**config.mk**
```make
export PLATFORM = sky130hd
export DESIGN_NAME = i2s_rx_sequencer
export DESIGN_NICKNAME = d
export VERILOG_FILES = /design/src/rtl/i2s_pkg.sv /design/src/rtl/i2s_stereo_fifo.sv /design/src/rtl/i2s_rx_sequencer.sv
export SDC_FILE = /design/constraint.sdc
export NUM_CORES = 1
export LEC_CHECK = 0
export ABC_AREA = 1
export CAP_MARGIN = 10
export CORE_MARGIN = 2
export CORE_UTILIZATION = 40
export DETAILED_ROUTE_END_ITERATION = 8
export GPL_TIMING_DRIVEN = 0
export HOLD_SLACK_MARGIN = 0.12
export SLEW_MARGIN = 20
export SYNTH_ARGS = -nofsm -noshare
export SYNTH_HDL_FRONTEND = slang
export SYNTH_SLANG_ARGS = --single-unit
export TNS_END_PERCENT = 30
```
**constraint.sdc**
```tcl
create_clock -name clk_i -period 2 [get_ports clk_i]
set_input_delay 0.4 -clock clk_i [delete_from_list [all_inputs] [get_ports clk_i]]
set_output_delay 0.4 -clock clk_i [all_outputs]
set_load 0.01 [all_outputs]
```
**src/rtl/i2s_pkg.sv**
```systemverilog
// Shared types for the I2S receive path: sequencer states, stereo frame layout
// and a small width helper for counters and FIFO pointers.
package i2s_pkg;

    localparam int I2S_WORD_LEN = 24;

    typedef enum logic [1:0] {
        IDLE,
        RUN,
        DRAIN
    } rx_seq_state_e;

    typedef struct packed {
        logic [I2S_WORD_LEN-1:0] left;
        logic [I2S_WORD_LEN-1:0] right;
    } stereo_frame_t;

    // Bits needed to hold 0..value-1, never less than one bit.
    function automatic int clog2_min1(input int value);
        return (value > 1) ? $clog2(value) : 1;
    endfunction

endpackage

```
**src/rtl/i2s_stereo_fifo.sv**
```systemverilog
// Small stereo frame FIFO with wrap-bit pointers; a push into a full FIFO is
// still accepted when a pop happens in the same cycle, otherwise it is dropped.
module i2s_stereo_fifo
    import i2s_pkg::*;
#(
    parameter int DEPTH = 4
) (
    input  logic          clk_i,
    input  logic          rst_ni,
    input  logic          push_i,
    input  stereo_frame_t frame_i,
    input  logic          pop_i,
    output stereo_frame_t frame_o,
    output logic          empty_o,
    output logic          drop_o
);

    localparam int AW = clog2_min1(DEPTH);

    logic [AW:0]   wr_ptr_q;
    logic [AW:0]   rd_ptr_q;
    stereo_frame_t mem_q [DEPTH];
    logic          full;
    logic          push_ok;
    logic          pop_ok;

    assign empty_o = (wr_ptr_q == rd_ptr_q);
    assign full    = (wr_ptr_q[AW] != rd_ptr_q[AW]) &&
                     (wr_ptr_q[AW-1:0] == rd_ptr_q[AW-1:0]);
    assign pop_ok  = pop_i && !empty_o;
    assign push_ok = push_i && (!full || pop_ok);
    assign drop_o  = push_i && !push_ok;
    assign frame_o = mem_q[rd_ptr_q[AW-1:0]];

    always_ff @(posedge clk_i or negedge rst_ni) begin
        if (!rst_ni) begin
            wr_ptr_q <= '0;
            rd_ptr_q <= '0;
        end else begin
            if (push_ok) wr_ptr_q <= wr_ptr_q + (AW+1)'(1);
            if (pop_ok)  rd_ptr_q <= rd_ptr_q + (AW+1)'(1);
        end
    end

    // Storage is reset so the head outputs read zero straight out of reset.
    always_ff @(posedge clk_i or negedge rst_ni) begin
        if (!rst_ni) begin
            for (int i = 0; i < DEPTH; i++) mem_q[i] <= '0;
        end else if (push_ok) begin
            mem_q[wr_ptr_q[AW-1:0]] <= frame_i;
        end
    end

endmodule

```
**src/rtl/i2s_rx_sequencer.sv**
```systemverilog
// Master-mode I2S receive sequencer: bclk/lrclk generation, run/drain control,
// left/right pairing into stereo frames and a frame FIFO towards the consumer.
module i2s_rx_sequencer
    import i2s_pkg::*;
#(
    parameter int CLK_DIV    = 14,
    parameter int WORD_LEN   = I2S_WORD_LEN,
    parameter int FRAME_LEN  = 64,
    parameter int FIFO_DEPTH = 4
) (
    input  logic                clk_i,
    input  logic                rst_ni,
    input  logic                start_i,
    input  logic                stop_i,
    output logic                bclk_o,
    output logic                lrclk_o,
    output logic                rx_enable_o,
    input  logic [WORD_LEN-1:0] rx_data_i,
    input  logic                rx_new_sample_i,
    output logic                frame_valid_o,
    input  logic                frame_ready_i,
    output logic [WORD_LEN-1:0] frame_left_o,
    output logic [WORD_LEN-1:0] frame_right_o,
    output logic                overflow_o,
    input  logic                overflow_clr_i,
    output logic                busy_o
);

    localparam int HALF_DIV   = CLK_DIV / 2;
    localparam int HALF_FRAME = FRAME_LEN / 2;
    localparam int DIV_W      = clog2_min1(HALF_DIV);
    localparam int BIT_W      = clog2_min1(HALF_FRAME);
    localparam logic [DIV_W-1:0] DIV_LAST = DIV_W'(HALF_DIV - 1);
    localparam logic [BIT_W-1:0] BIT_LAST = BIT_W'(HALF_FRAME - 1);

    rx_seq_state_e       state_q;
    rx_seq_state_e       state_d;
    logic                run_entry;
    logic                busy_d;
    logic                busy_q;
    logic [DIV_W-1:0]    div_cnt_q;
    logic [BIT_W-1:0]    bit_cnt_q;
    logic                bclk_q;
    logic                lrclk_q;
    logic                div_tc;
    logic                left_evt;
    logic                right_evt;
    logic                pair_evt;
    logic                hold_full_q;
    logic [WORD_LEN-1:0] hold_left_q;
    logic                drain_done_q;
    logic                overflow_q;
    logic                fifo_pop;
    logic                fifo_empty;
    logic                fifo_drop;
    stereo_frame_t       push_frame;
    stereo_frame_t       head_frame;

    assign div_tc    = busy_q && (div_cnt_q == DIV_LAST);
    assign left_evt  = busy_q && rx_new_sample_i && lrclk_q;
    assign right_evt = busy_q && rx_new_sample_i && !lrclk_q;
    assign pair_evt  = right_evt && hold_full_q;

    always_ff @(posedge clk_i or negedge rst_ni) begin
        if (!rst_ni) state_q <= IDLE;
        else         state_q <= state_d;
    end

    // DRAIN waits for the frame's right word, then only leaves while bclk is low
    // (or about to fall) so no high half-period gets cut short.
    always_comb begin
        state_d = state_q;
        unique case (state_q)
            IDLE:    if (start_i) state_d = RUN;
            RUN:     if (stop_i)  state_d = DRAIN;
            DRAIN:   if ((pair_evt || drain_done_q) && (!bclk_q || div_tc)) state_d = IDLE;
            default: state_d = IDLE;
        endcase
    end

    always_comb begin
        busy_d    = (state_d != IDLE);
        run_entry = (state_q == IDLE) && (state_d == RUN);
    end

    always_ff @(posedge clk_i or negedge rst_ni) begin
        if (!rst_ni) busy_q <= 1'b0;
        else         busy_q <= busy_d;
    end

    // lrclk advances only on a bclk falling edge, after HALF_FRAME falls.
    always_ff @(posedge clk_i or negedge rst_ni) begin
        if (!rst_ni) begin
            div_cnt_q <= '0;
            bit_cnt_q <= '0;
            bclk_q    <= 1'b0;
            lrclk_q   <= 1'b0;
        end else if (!busy_d || run_entry) begin
            div_cnt_q <= '0;
            bit_cnt_q <= '0;
            bclk_q    <= 1'b0;
            lrclk_q   <= 1'b0;
        end else if (div_tc) begin
            div_cnt_q <= '0;
            bclk_q    <= !bclk_q;
            if (bclk_q) begin
                if (bit_cnt_q == BIT_LAST) begin
                    bit_cnt_q <= '0;
                    lrclk_q   <= !lrclk_q;
                end else begin
                    bit_cnt_q <= bit_cnt_q + BIT_W'(1);
                end
            end
        end else begin
            div_cnt_q <= div_cnt_q + DIV_W'(1);
        end
    end

    // Right words with no held left word (e.g. the receiver's first pulse) are discarded.
    always_ff @(posedge clk_i or negedge rst_ni) begin
        if (!rst_ni) begin
            hold_full_q  <= 1'b0;
            hold_left_q  <= '0;
            drain_done_q <= 1'b0;
        end else if (run_entry) begin
            hold_full_q  <= 1'b0;
            drain_done_q <= 1'b0;
        end else begin
            if (left_evt) begin
                hold_left_q <= rx_data_i;
                hold_full_q <= 1'b1;
            end else if (pair_evt) begin
                hold_full_q <= 1'b0;
            end
            if (state_d == IDLE)                    drain_done_q <= 1'b0;
            else if (state_q == DRAIN && pair_evt)  drain_done_q <= 1'b1;
        end
    end

    always_ff @(posedge clk_i or negedge rst_ni) begin
        if (!rst_ni)             overflow_q <= 1'b0;
        else if (fifo_drop)      overflow_q <= 1'b1;
        else if (overflow_clr_i) overflow_q <= 1'b0;
    end

    assign push_frame.left  = hold_left_q;
    assign push_frame.right = rx_data_i;
    assign fifo_pop         = !fifo_empty && frame_ready_i;

    i2s_stereo_fifo #(
        .DEPTH (FIFO_DEPTH)
    ) u_fifo (
        .clk_i   (clk_i),
        .rst_ni  (rst_ni),
        .push_i  (pair_evt),
        .frame_i (push_frame),
        .pop_i   (fifo_pop),
        .frame_o (head_frame),
        .empty_o (fifo_empty),
        .drop_o  (fifo_drop)
    );

    assign bclk_o        = bclk_q;
    assign lrclk_o       = lrclk_q;
    assign busy_o        = busy_q;
    assign rx_enable_o   = busy_q;
    assign overflow_o    = overflow_q;
    assign frame_valid_o = !fifo_empty;
    assign frame_left_o  = head_frame.left;
    assign frame_right_o = head_frame.right;

endmodule

```
# After elaboration in Yosys (flattened, before gate mapping)
# Index checks and enable logic that the tools add are counted.
# Widths: inputs -> output; s select.
# word_totals
regBits,238
input_bits,31
output_inout_bits,54
# op_classes
n_addsub,4
magnitude_cmp,3
eq_ne,8
mux,30
bitwise_logic,3
reduce_logical,36
# op_table
op,n
$bwmux 192,1
$mux 48,3
$bmux 48 s2,1
$demux 48 s2,1
$mux 5,4
$logic_and 1x1->1,14
$mux 1,14
$reduce_bool 2->1,5
$add 3x1->3 const B,3
$ge 3x3->1 const B,2
$logic_not 1->1,6
$mux 2,3
$mux 3,2
$not 2->3,2
$pmux 2 s3,1
$reduce_bool 3->1,2
$add 5x1->5 const B,1
$eq 5x5->1 const B,1
$eq 2x1->1 const B,2
$logic_not 2->1,2
$logic_or 1x1->1,4
$reduce_and 2->1,2
$eq 3x3->1,1
$eq 3x3->1 const B,1
6 further kinds,6

# Depth between registers and ports, before layout
# Gate-level depths: netlist of run 1.
# logic_depth
depth_word,12
mapped_depth,11
ltp_nobuf,11

# By module
# A second synthesis of run 1 with hierarchy kept.
# hier_totals
hier_cells,1331
area_unflattened_um2,11436.0
# modules_own_cells
module,n_inst,cells_each,area_each_um2
i2s_stereo_fifo,1,1181,9608.0
i2s_rx_sequencer,1,150,1828.0

# Worst setup path before layout of run 1
# No wires, ideal clock.
# synth_timing
path_kind,reg2out
start,reg u_fifo.rd_ptr_q[0]
end,out frame_left_o[10]
t_arrival_ns,1.357
required_ns,1.600
setup_slack_ns,0.243
path_stages_with_launch,7
cell_sequence,dfrtp_1 -> buf_4 -> clkinv_1 -> buf_2 -> clkbuf_1 -> nor2_1 -> o22ai_1
# synth_via
elab_chain_cells,4
# synth_rtl
element,line,rtl
"start, declared",i2s_stereo_fifo.sv:21,logic [AW:0] rd_ptr_q;
"start signal, assigned",i2s_stereo_fifo.sv:41,if (pop_ok) rd_ptr_q <= rd_ptr_q + (AW+1)'(1);
$not 2->3 (not written as such),i2s_stereo_fifo.sv:33,assign frame_o = mem_q[rd_ptr_q[AW-1:0]];
$bmux 48 s2,i2s_stereo_fifo.sv:33,
$mux 48 (not written as such) (2 in series),i2s_stereo_fifo.sv:33,
"end, declared",i2s_rx_sequencer.sv:22,"output logic [WORD_LEN-1:0] frame_left_o,"
# Every way passes these cells. The select of a mux whose other input is x is not followed.

# Final worst setup path of run 1
# layout_timing
start,reg u_fifo.rd_ptr_q[0]
end,out frame_right_o[4]
# layout_via
elab_chain_cells,4
# layout_rtl
element,line,rtl
$not 2->3 (not written as such),i2s_stereo_fifo.sv:33,
$bmux 48 s2,i2s_stereo_fifo.sv:33,
$mux 48 (not written as such) (2 in series),i2s_stereo_fifo.sv:33,
"end, declared",i2s_rx_sequencer.sv:23,"output logic [WORD_LEN-1:0] frame_right_o,"
# Every way passes these cells. The select of a mux whose other input is x is not followed.

==> reports/metrics.yaml, run 1 <==
outcome:
  status: "finished, violations left"
  violations: "setup timing"
cts:
  cts_tree: "yes"
  cts_buffer_depth: 3
  cts_root_buf: "clkbuf_16"
  numCtsBuffers: 27
  insertion_delay_ns: 0.54
  clkTransAtPathRegs_ns: 0.06
  clock_sinks: 238
  htreeDepth: 1
yosys:
  synth_most_common_cell: "nand2_1"
  yosys-top-cells-area: "dfrtp_1 (55%), nand2_1 (15%), o21ai_0 (11%), nor2_1 (3.9%), o22ai_1 (2.8%)"
  synth.net_count: 1349
  synth_cell_types: 26
  syn_area_mm2: 0.0108
  synth_xor_area_share_pct: 0.567
  synth_flop_cell: "dfrtp_1"
  synth_fa_ha_area_share_pct: 1.04
  synth_top_cell_area_share_pct: 55.1
  synth.yosys.seq_area_share_pct: 55.1
  synth_enable_flop_cells: 0
  synth_top_family_by_area: "simple AND/OR/NAND/NOR gates"
  ys_ff_latch: 238
  synth_warnings: 0
  synth.avg_cell_area_um2: 8.26
  synth-simple-area-share_pct: 20.2
  async_reset_ff_share_pct: 100
  muxShareOfSynthArea_pct: 0
  synth_commonest_cells: "nand2_1 (438), o21ai_0 (242), dfrtp_1 (238)"
  synth_cells: 1309
  synth_largest_area_cell: "dfrtp_1"
  synth_compound_area_share_pct: 16.7
place:
  dp_slack_ns: -1.11
  port_buffers: 84
  place_hpwl_mm: 22.5
  dp_cells: 1736
  globalplace.congestion: 0.862
timing:
  rsz0062_at_grt: "true"
  hold_viol_final: 0
  setup_slack_ns: -0.341
  finalSetupViolCount: 49
  period_share_pct: 117
  slew_violations: 0
  relSlewSlack_pct: 53.1
  period_needed_ns: 2.34
  holdWs_ns: 0.446
  skew_ns: 0.0141
  fmax_mhz: 427
  fin_tns_setup_ns: -13.27
  worstMarginPinSlew_ns: 0.704
grt:
  grt_max_degree: 88
  grt_first_pass_wirelength_mm: 54.9
  grt_antenna_before_repair: 1
  overflow: 0
  grt_pass1_vias: 9483
  track_usage_pct: 24.9
worst_setup_path:
  start_kind: "flip-flop"
  cp_slowest_cell: "dfrtp_1"
  critical-path-top-delay-family: "buffers and inverters"
  cp.arrival_ns: 1.94
  path_max_fanout: 8
  cp_slowest_stage_delay_ns: 0.40
  crit_type: "flip-flop to output port"
  worst_setup_path_end_kind: "output port"
  path_cells: "buf_8 > clkinv_8 > buf_12 > clkbuf_16 > nor2_2 > o22ai_2 > buf_2"
  path_buf_inv: 5
  critPathRequiredTime_ns: 1.60
drt:
  routedWlPerCell_um: 19.2
  first_iter_violations: 850
  via_per_inst: 5.36
  routed_wl_mm: 34.6
  ant_nets: 0
  route.detailed.drc: 0
  first_pass_iters: 6
  vias: 9672
floorplanning:
  placementRows: 60
  start_util_pct: 40.4
  die_w_um: 168
  core_area_mm2: 0.0267
  fp.dieH_um: 168
  dieArea_mm2: 0.0284
  io_pins: 85
power_and_ir_drop:
  finalPower_mw: 21.9
  p_leak_nw: 7.11
  power_density_mw_per_mm2: 1590
  peakVddDrop_mv: 0.704
layout:
  num-fill-cells: 2562
  drive_gt1_share_pct: 18.5
  finalNetCount: 1482
  final_cells: 1804
  area_growth_pct: 27.6
job:
  maxCapViolCount: 0
hold_path:
  hold_path.class: "input port to flip-flop"
-- through the flow --
step                      utilization (%)  area, um2
final                                51.6      13800
after global routing                 51.6      13800
after CTS                            51.2      13700
after detailed placement             45.4      12100
after global placement               45.2      12100
after floorplan                         -      10800
-- cells in the final DEF (no fill, tap or decap), drive strengths merged, types with 7 or more instances in the layout --
cell / instances
a21oi: 7
buf: 105
clkbuf: 94
clkdlybuf4s50: 33
clkinv: 7
dfrtp: 238
ha: 9
inv: 45
nand2: 441
nand3: 11
nor2: 114
o21ai: 289
o22ai: 49
-- sequential cells by signal (all words and copies together) (netlist names), 2 cells and up --
signal           count
u_fifo.rd_ptr_q      3
u_fifo.mem_q       192
hold_left_q         24
bit_cnt_q            5
state_q              2
u_fifo.wr_ptr_q      3
div_cnt_q            3
-- per-layer routing --
metal	up-vias	GRT usage (%)	share of wire, %	wire length (um)
li1	4546	-	-	-
met1	4723	36.6	46	16000
met2	349	38.9	45	15500
met3	54	3.24	6.7	2330
met4	0	6.52	2.3	811
met5	-	0	0	0
-- cell type report --
| class | count | area, um2 | area share [%] |
|---|---|---|---|
| tap | 341 | 427 | 3.09 |
| inverter | 45 | 184 | 1.33 |
| buffer | 93 | 886 | 6.43 |
| clock inverter | 9 | 98.8 | 0.717 |
| sequential | 238 | 5960 | 43.2 |
| clock buffer | 40 | 835 | 6.05 |
| multi-input combinational | 933 | 4480 | 32.5 |
| antenna | 1 | 2.50 | 0.0182 |
| timing repair buffer | 104 | 921 | 6.68 |
-- worst reg2reg max path: stages, from the launching register on --
cell	delay (ns)
dfrtp_1	0.41
inv_1	0.11
ha_1	0.22
inv_2	0.09
clkbuf_2	0.34
clkbuf_1	0.45
o21ai_0	0.19
nand2_1	0.08
-- final timing paths --
kind / start / to / slack (ns) / depth (start not counted)
setup / recovery: u_fifo.rd_ptr_q[0] / frame_right_o[4] / -0.34 / 7
hold / removal: overflow_clr_i / overflow_o / 0.45 / 2
setup reg to reg: u_fifo.wr_ptr_q[0] / u_fifo.mem_q[163] / 0.08 / 7
hold reg to reg: div_cnt_q[0] / div_cnt_q[0] / 0.46 / 1
max in group asynchronous: rst_ni / u_fifo.mem_q[81] / 0.64 / 3
min in group asynchronous: rst_ni / u_fifo.mem_q[117] / 0.48 / 2
-- power breakdown --
part           total (mW)  internal, mW  switching (mW)  leakage, nW
Sequential           7.44          6.28            1.16         3.21
Combinational        9.32          3.90            5.42         3.43
Clock                5.14          3.13            2.01        0.470
-- logic make-up after synthesis --
family,count (synthesis)
buf+inv,138
xor+xnor,7
simple gates,570
fa+ha+maj,9
flops,238
compound gates,347
-- what timing repair did --
item	4_1_cts	5_1_grt
buffers inserted	9	1
pin swaps	23	9
endpoints found under the hold margin	85	0
gates cloned	7	0
setup endpoints to repair	130	103
hold buffers	1	0
resized for setup	379	42
Note: power is estimated with default switching activity, not from simulation.
==> run 2: changes to the inputs <==
==> constraint.sdc (replaced) <==
create_clock -name clk_i -period 1.98 [get_ports clk_i]
set_input_delay 0.396 -clock clk_i [delete_from_list [all_inputs] [get_ports clk_i]]
set_output_delay 0.396 -clock clk_i [all_outputs]
set_load 0.01 [all_outputs]
==> run 2 against run 1 <==
Net effect:
- the flow still finishes with violations (setup timing)
- wire length rose by 0.35%
- hold slack got worse by 0.0020 ns
- register-to-register slack got worse by 0.02 ns
- first-iteration DRC count rose by 0.35%
- combinational power rose by 2.4%
- cell count barely moved
- setup slack got worse by 0.014 ns
- sequential power rose by 1%
==> reports/metrics.yaml, run 2 (same netlist as run 1, synthesis figures left out) <==
outcome:
  status: "finished, violations left"  # unchanged
  violations: "setup timing"  # unchanged
layout:
  top_regs: "u_fifo.mem_q (192), hold_left_q (24), bit_cnt_q (5)"  # unchanged
  finalNetCount: 1483  # was 1482
  area_growth_pct: 28.0  # was 27.6%
  largest_reg_flops: 192  # unchanged
  registers.top_by_ff_count: "u_fifo.mem_q"  # unchanged
  final_cell_mix: "nand2_1 (435), dfrtp_1 (237), o21ai_0 (195)"  # was nand2_1 (438), dfrtp_1 (237), o21ai_0 (201)
  num-fill-cells: 2551  # was 2562
  drive_gt1_share_pct: 19.1  # was 18.5%
  utilization_pct: 51.8  # was 51.6%
  final_common_cell: "nand2_1"  # unchanged
  final_cells: 1805  # was 1804
worst_setup_path:
  critical-path-top-delay-family: "buffers and inverters"  # unchanged
  worst_setup_path_end_kind: "output port"  # unchanged
  cp_slowest_stage_delay_ns: 0.40  # about the same
  reg2reg_depth: 7  # unchanged
  path_max_fanout: 8  # unchanged
  path_buf_inv: 5  # unchanged
  crit_cells: 7  # unchanged
  cp.arrival_ns: 1.94  # about the same
  start_kind: "flip-flop"  # unchanged
  crit_type: "flip-flop to output port"  # unchanged
  path_cells: "buf_8 > clkinv_8 > buf_12 > clkbuf_16 > nor2_2 > o22ai_2 > buf_2"  # unchanged
  cp_slowest_cell: "dfrtp_1"  # unchanged
  critPathRequiredTime_ns: 1.58  # was 1.60 ns
place:
  place_hpwl_mm: 22.5  # unchanged
  port_buffers: 84  # unchanged
  dp_cells: 1736  # unchanged
  globalplace.congestion: 0.862  # unchanged
cts:
  insertion_delay_ns: 0.54  # about the same
  htreeDepth: 1  # unchanged
  numCtsBuffers: 27  # unchanged
  cts_root_buf: "clkbuf_16"  # unchanged
  clkTransAtPathRegs_ns: 0.06  # about the same
  clock_sinks: 238  # unchanged
  cts_buffer_depth: 3  # unchanged
  cts_tree: "yes"  # unchanged
drt:
  first_pass_iters: 5  # was 6
  routedWlPerCell_um: 19.2  # about the same
  ant_nets: 0  # unchanged
  vias: 9660  # was 9672
  via_per_inst: 5.35  # was 5.36
  route.detailed.drc: 0  # unchanged
  first_iter_violations: 853  # was 850
  routed_wl_mm: 34.7  # was 34.6 mm
floorplanning:
  fp.dieH_um: 168  # unchanged
  dieArea_mm2: 0.0284  # unchanged
  placementRows: 60  # unchanged
  core_area_mm2: 0.0267  # unchanged
  io_pins: 85  # unchanged
  die_w_um: 168  # unchanged
  start_util_pct: 40.4  # unchanged
grt:
  grt_antenna_before_repair: 1  # unchanged
  met3_usage_pct: 3.24  # unchanged
  grt_first_pass_wirelength_mm: 54.9  # about the same
  use_met1_pct: 36.7  # was 36.6%
  track_usage_pct: 24.9  # about the same
  overflow: 0  # unchanged
  grt_pass1_vias: 9478  # was 9483
  grt_busiest_layer: "met2"  # unchanged
  gr-usage-met2_pct: 38.9  # unchanged
  grt_max_degree: 88  # unchanged
power_and_ir_drop:
  p_leak_nw: 7.12  # was 7.11 nW
  power_density_mw_per_mm2: 1610  # was 1590 mW/mm2
  finalPower_mw: 22.3  # was 21.9 mW
  peakVddDrop_mv: 0.710  # was 0.704 mV
timing:
  period_needed_ns: 2.33
  fmax_mhz: 428
  fin_tns_setup_ns: -13.50  # was -13.27 ns
  worstMarginPinSlew_ns: 0.705  # was 0.704 ns
  rsz0062_at_grt: "true"  # unchanged
  hold_viol_final: 0  # unchanged
  slew_violations: 0  # unchanged
  period_share_pct: 118
  finalSetupViolCount: 49  # unchanged
  relSlewSlack_pct: 53.0  # was 53.1%
  skew_ns: 0.0162  # was 0.0141 ns
  setup_slack_ns: -0.355  # was -0.341 ns
hold_path:
  hold_path.class: "input port to flip-flop"  # unchanged
  hold_path_depth: 2  # unchanged
job:
  maxCapViolCount: 0  # unchanged
## run 2: changes by cell type in the layout (fill, tap and decap cells not counted), sizes merged
cell	previous run	this run
buf	105	112
clkbuf	94	91
bufbuf	1	0
clkdlybuf4s15	3	1
## run 2: repair_timing
item                                    CTS  global route
hold endpoints to repair                 85             0
pin swaps                                23            11
gates cloned                              7             1
endpoints found under the setup margin  141           134
hold buffers                              1             0
buffers inserted                          9             2
resized for setup                       379            72
## run 2: cell type report
cell class / count / area [um2] / share of cell area, %
multi-input combinational: 933 / 4510 / 32.6
antenna: 1 / 2.50 / 0.0181
tap: 341 / 427 / 3.08
timing repair buffer: 106 / 938 / 6.78
sequential: 238 / 5960 / 43.0
clock inverter: 9 / 98.8 / 0.714
clock buffer: 40 / 835 / 6.03
inverter: 45 / 184 / 1.33
buffer: 92 / 882 / 6.37
## run 2: power by group
| part | internal (mW) | leakage, nW | switching [mW] | total (mW) |
|---|---|---|---|---|
| sequential | 6.35 | 3.21 | 1.19 | 7.53 |
| clock | 3.16 | 0.470 | 2.03 | 5.19 |
| combinational | 3.99 | 3.44 | 5.55 | 9.54 |
## run 2: final timing paths
| check | startpoint | end | slack, ns |
|---|---|---|---|
| hold / removal | overflow_clr_i | overflow_o | 0.44 |
| max in group asynchronous | rst_ni | u_fifo.mem_q[81] | 0.62 |
| min in group asynchronous | rst_ni | u_fifo.mem_q[117] | 0.48 |
| setup / recovery | u_fifo.rd_ptr_q[0] | frame_right_o[4] | -0.35 |
| hold reg to reg | div_cnt_q[0] | div_cnt_q[0] | 0.46 |
| setup reg to reg | u_fifo.wr_ptr_q[0] | u_fifo.mem_q[163] | 0.06 |
## run 2: metrics by stage
step	hold WS [ns]	cell area, um2	setup slack [ns]
3_5_place_dp	0.459	12100	-1.12
3_3_place_gp	0.446	12100	-10.18
2_1_floorplan	0.100	10800	0.227
5_1_grt	0.434	13800	-0.389
4_1_cts	0.426	13700	-0.329
6_report	0.444	13800	-0.355
## run 2: layer usage
layer | share of wire, % | vias up
met5 | 0 | -
met4 | 2.4 | 0
met3 | 6.5 | 57
met2 | 45 | 363
met1 | 46 | 4687
li1 | - | 4553
==> RTL edit 1, RTL diff (settings of run 2) <==
Encoding of `rx_seq_state_e`: now one-hot (3 bits for 3 states).
--- a/src/rtl/i2s_pkg.sv
+++ b/src/rtl/i2s_pkg.sv
@@ -4,10 +4,10 @@
 
     localparam int I2S_WORD_LEN = 24;
 
-    typedef enum logic [1:0] {
-        IDLE,
-        RUN,
-        DRAIN
+    typedef enum logic [2:0] {
+        IDLE  = 3'b001,
+        RUN   = 3'b010,
+        DRAIN = 3'b100
     } rx_seq_state_e;
 
     typedef struct packed {
Behaviour: same outputs for any inputs over 10 cycles, from zero or initial values and one cycle with rst_ni low; not proved beyond that.
==> RTL edit 1 against run 2 <==
The run still ends with negative setup slack left; worst hold slack worse by 52 ps; synthesized area decreased by 4.1%; sequential cell count up 1; core utilization up 1.6 points; sequential share of layout area is 1.2 points higher; register-to-register slack better by 20 ps; synthesized cell count is 12% lower; highest routed layer unchanged; via count decreased by 8.3%; count of clock-buffer cells in the layout shrank 5; worst setup slack better by 38 ps; routed wire length shrank 6.9%; final area decreased by 2.3%.
Power is not compared: it rests on default switching activity, and its combinational part moved more than twofold at a synthesized area within 25%.
==> RTL edit 1: results (changes against run 2) <==
status: "complete, but fails checks"
violations: "negative setup slack"
synth-xor-area-share_pct: 0.833  # +0.27 points
wire_per_inst_um: 19.7  # +2.4%
final.setup.worst_slack_ps: -317  # +37.8 ps
routabilityCongestion: 0.805  # -6.5%
reg2regPathDepth: 8  # +1
first_global_vias: 8766  # -7.5%
rr_startpoint: "u_fifo.rd_ptr_q[0]$_DFFE_PN0P_"
yosysSeqAreaShare_pct: 57.7  # +2.6 points
cp.arrival_ps: 1900  # -40 ps
worst_pin_slew_ps: 681  # -24.3 ps
track_usage_pct: 24.5  # -0.40 points
place_area_mm2: 0.0117  # -3.7%
antenna_found_initial: 0  # -1
clkCellAreaFrac_pct: 6.13  # -0.62 points
synth-compound-area-share_pct: 18.7  # +2.0 points
finalNonFillerCells: 1642  # -9.0%
synth_commonest_cells: "266 x o21ai_0, 242 x nand2_1, 238 x dfrtp_1"
synth_fa_ha_area_share_pct: 1.09  # +0.044 points
synth-seq-cells: 239  # +0.42%
fp.dieW_um: 165  # -2.0%
r2r-end: "u_fifo.mem_q[145]$_DFFE_PN0P_"
setup_viol_count_final: 49  # unchanged
whs_ps: 392  # -51.7 ps
syn_avg_cell_area_um2: 8.98  # +8.7%
layout.nets: 1334  # -10%
grt_start_max_net_pins: 98  # +11%
drtIter0Drc: 764  # -10%
dp_slack_ps: -1040  # +84.4 ps
nClkBuffers: 35  # -13%
seq_share_pct: 44.3  # +1.2 points
multi_input_area_mm2: 0.00413  # -8.5%
synth.area.top_cells: "dfrtp_1 57%, o21ai_0 13%, nand2_1 8.8%"
## RTL edit 1: metal layers
metal  up-vias  part of all wire (%)  track usage [%]
met2       307                    47             38.6
met1      4374                    44             34.8
met5         -                     0                0
li1       4111                     -                -
met3        63                   6.6             3.84
met4         0                   3.0             7.87
## RTL edit 1: how the worst max path moves through the flow
stage                                        start  cells after the start  slack, ps                           end
CTS                 u_fifo.rd_ptr_q[0]$_DFFE_PN0P_                      7       -320              frame_right_o[2]
floorplan           u_fifo.rd_ptr_q[0]$_DFFE_PN0P_                      6        240               frame_left_o[0]
detailed placement  u_fifo.rd_ptr_q[1]$_DFFE_PN0P_                      6      -1040             frame_right_o[20]
global route        u_fifo.rd_ptr_q[0]$_DFFE_PN0P_                      7       -380               frame_left_o[1]
finish              u_fifo.rd_ptr_q[0]$_DFFE_PN0P_                      7       -320              frame_left_o[21]
global placement                            rst_ni                      1     -10000  u_fifo.mem_q[30]$_DFFE_PN0P_
==> RTL edit 2, RTL diff (config.mk and constraints of run 2) <==
Without the edit above. Change the parameter `CLK_DIV` from 14 to 28.
--- a/src/rtl/i2s_rx_sequencer.sv
+++ b/src/rtl/i2s_rx_sequencer.sv
@@ -3,7 +3,7 @@
 module i2s_rx_sequencer
     import i2s_pkg::*;
 #(
-    parameter int CLK_DIV    = 14,
+    parameter int CLK_DIV    = 28,
     parameter int WORD_LEN   = I2S_WORD_LEN,
     parameter int FRAME_LEN  = 64,
     parameter int FIFO_DEPTH = 4
Function: changed (Yosys sat finds a counterexample within 10 cycles, from zero or initial values and one cycle with rst_ni low).
==> RTL edit 2 against run 2 <==
The flow still finishes with violations (negative setup slack); via count is 3.0% lower; synthesized cell count down 6.0%; synthesized area up 0.68%; register-to-register slack worse by 160 ps; combinational power rose by 12%; power up 6.2%; worst setup slack better by 47 ps; final area grew 5.0%; routed wire length is essentially flat; sequential cell count rose by 1; critical path type unchanged.
==> RTL edit 2: results (changes against run 2) <==
routabilityCongestion: 0.845  # -1.9%
violations: "negative setup slack"
grt_start_max_net_pins: 83  # -5.7%
drive_gt1_share_pct: 24.7  # +5.6 points
rrSetupSlack_ps: -100  # -160 ps
dpl.hpwl_um: 22200  # -1.5%
final.setup.worst_slack_ps: -308  # +46.6 ps
slew_headroom_pct: 55.8  # +2.8 points
setup_tns_ps: -18440  # -4940 ps
wire_per_inst_um: 20.0  # +3.9%
firstDrtPassIters: 6  # +1
peakVddDrop_mv: 0.626  # -12%
clock-skew-final_ps: 20.7  # +4.41 ps
drtIter0Drc: 832  # -2.5%
setup_viol_count_final: 170  # +250%
cp.arrival_ps: 1890  # -50 ps
n_antenna_cell: 0  # -1
p_leak_nw: 7.06  # -0.84%
track_usage_pct: 24.0  # -0.90 points
r2r-end: "u_fifo.mem_q[166]$_DFFE_PN0P_"
synth_nets: 1271  # -5.8%
layout.nets: 1417  # -4.5%
n_fill_cell: 2432  # -4.7%
status: "complete, but fails checks"
grt_pass1_wl_um: 53400  # -2.7%
hold_path_class: "input port to asynchronous set/reset pin"
reg2regPathDepth: 12  # +5
yosysSeqAreaShare_pct: 55.0  # -0.14 points
synth_commonest_cells: "367 x nand2_1, 239 x dfrtp_1, 188 x o21ai_0"
vias: 9367  # -3.0%
dp_slack_ps: -1120  # -2.28 ps
first_global_vias: 9307  # -1.8%
synth.area.top_cells: "dfrtp_1 55%, nand2_1 13%, o21ai_0 8.6%"
yosysUniqueCellTypes: 34  # +31%
[RTL edit 2: cells by family (layout without fill, tap and decap cells)]
| kind of cell | Yosys count | count (layout) | share of synthesized area [%] |
|---|---|---|---|
| DFF | 239 | 239 | 55.0 |
| AOI/OAI and AO/OA | 349 | 349 | 18.4 |
| xor gates and xnor gates | 8 | 8 | 0.782 |
| and+or+nand+nor | 500 | 501 | 18.2 |
| buffers and inverters | 126 | 290 | 6.57 |
| adders and majority gates | 9 | 9 | 1.03 |
[RTL edit 2: where the power goes]
part / leakage [nW] / switching (mW) / internal [mW] / total (mW)
Clock: 0.423 / 2.04 / 2.80 / 4.84
Combinational: 3.43 / 5.78 / 4.90 / 10.7
Sequential: 3.21 / 1.55 / 6.59 / 8.14
Total: 7.06 / 9.36 / 14.3 / 23.6
[RTL edit 2: worst max path at each step]
stage	endpoint
final	frame_right_o[10]
after global placement	u_fifo.mem_q[158]$_DFFE_PN0P_
after CTS	frame_right_o[10]
after detailed placement	frame_right_o[21]
after global routing	frame_left_o[10]
after floorplan	frame_left_o[10]
[RTL edit 2: cell type report]
type,count,area (µm²),area share (%)
Sequential cell,239,5980,41.2
Timing Repair Buffer,116,1080,7.43
Buffer,82,1070,7.39
Inverter,44,200,1.38
Clock inverter,6,33.8,0.233
Multi-Input combinational cell,867,4920,33.9
Tap cell,341,427,2.94
Clock buffer,42,812,5.59
[RTL edit 2: layer usage]
metal	up-vias	share of wire [%]	global-route usage, %
li1	4358	-	-
met1	4619	45	34.3
met2	324	47	39.0
met3	66	5.7	2.50
met4	0	2.6	6.63
met5	-	0	0
[RTL edit 2: worst reg2reg max path: stages (launching register included)]
cell     delay, ps
dfrtp_1        390
buf_8          160
buf_4          140
buf_6          110
xor2_4         140
a21oi_4         50
buf_6          120
nand2_8         70
nand2_8        120
nor2_8         280
buf_6          210
nand2_1         70
o21a_1         100
[RTL edit 2: timing repair]
item	CTS	global route
hold endpoints to repair	76	0
gates cloned	5	7
pin swaps	41	30
buffers inserted	14	4
gates resized for setup	429	187
setup endpoints to repair	55	228
hold buffers	1	0
[RTL edit 2: per-stage QoR]
step           area (µm²)  total power, mW  std cells  util, %  hold slack, ps
2_1_floorplan       10900             12.2       1231        -             100
3_3_place_gp        12100             15.9       1656     45.3             455
3_5_place_dp        12200             16.0       1658     45.6             427
4_1_cts             13800             22.5       1726     51.6             418
5_1_grt             14500             24.9       1737     54.2             456
6_report            14500             23.6       1737     54.2             429
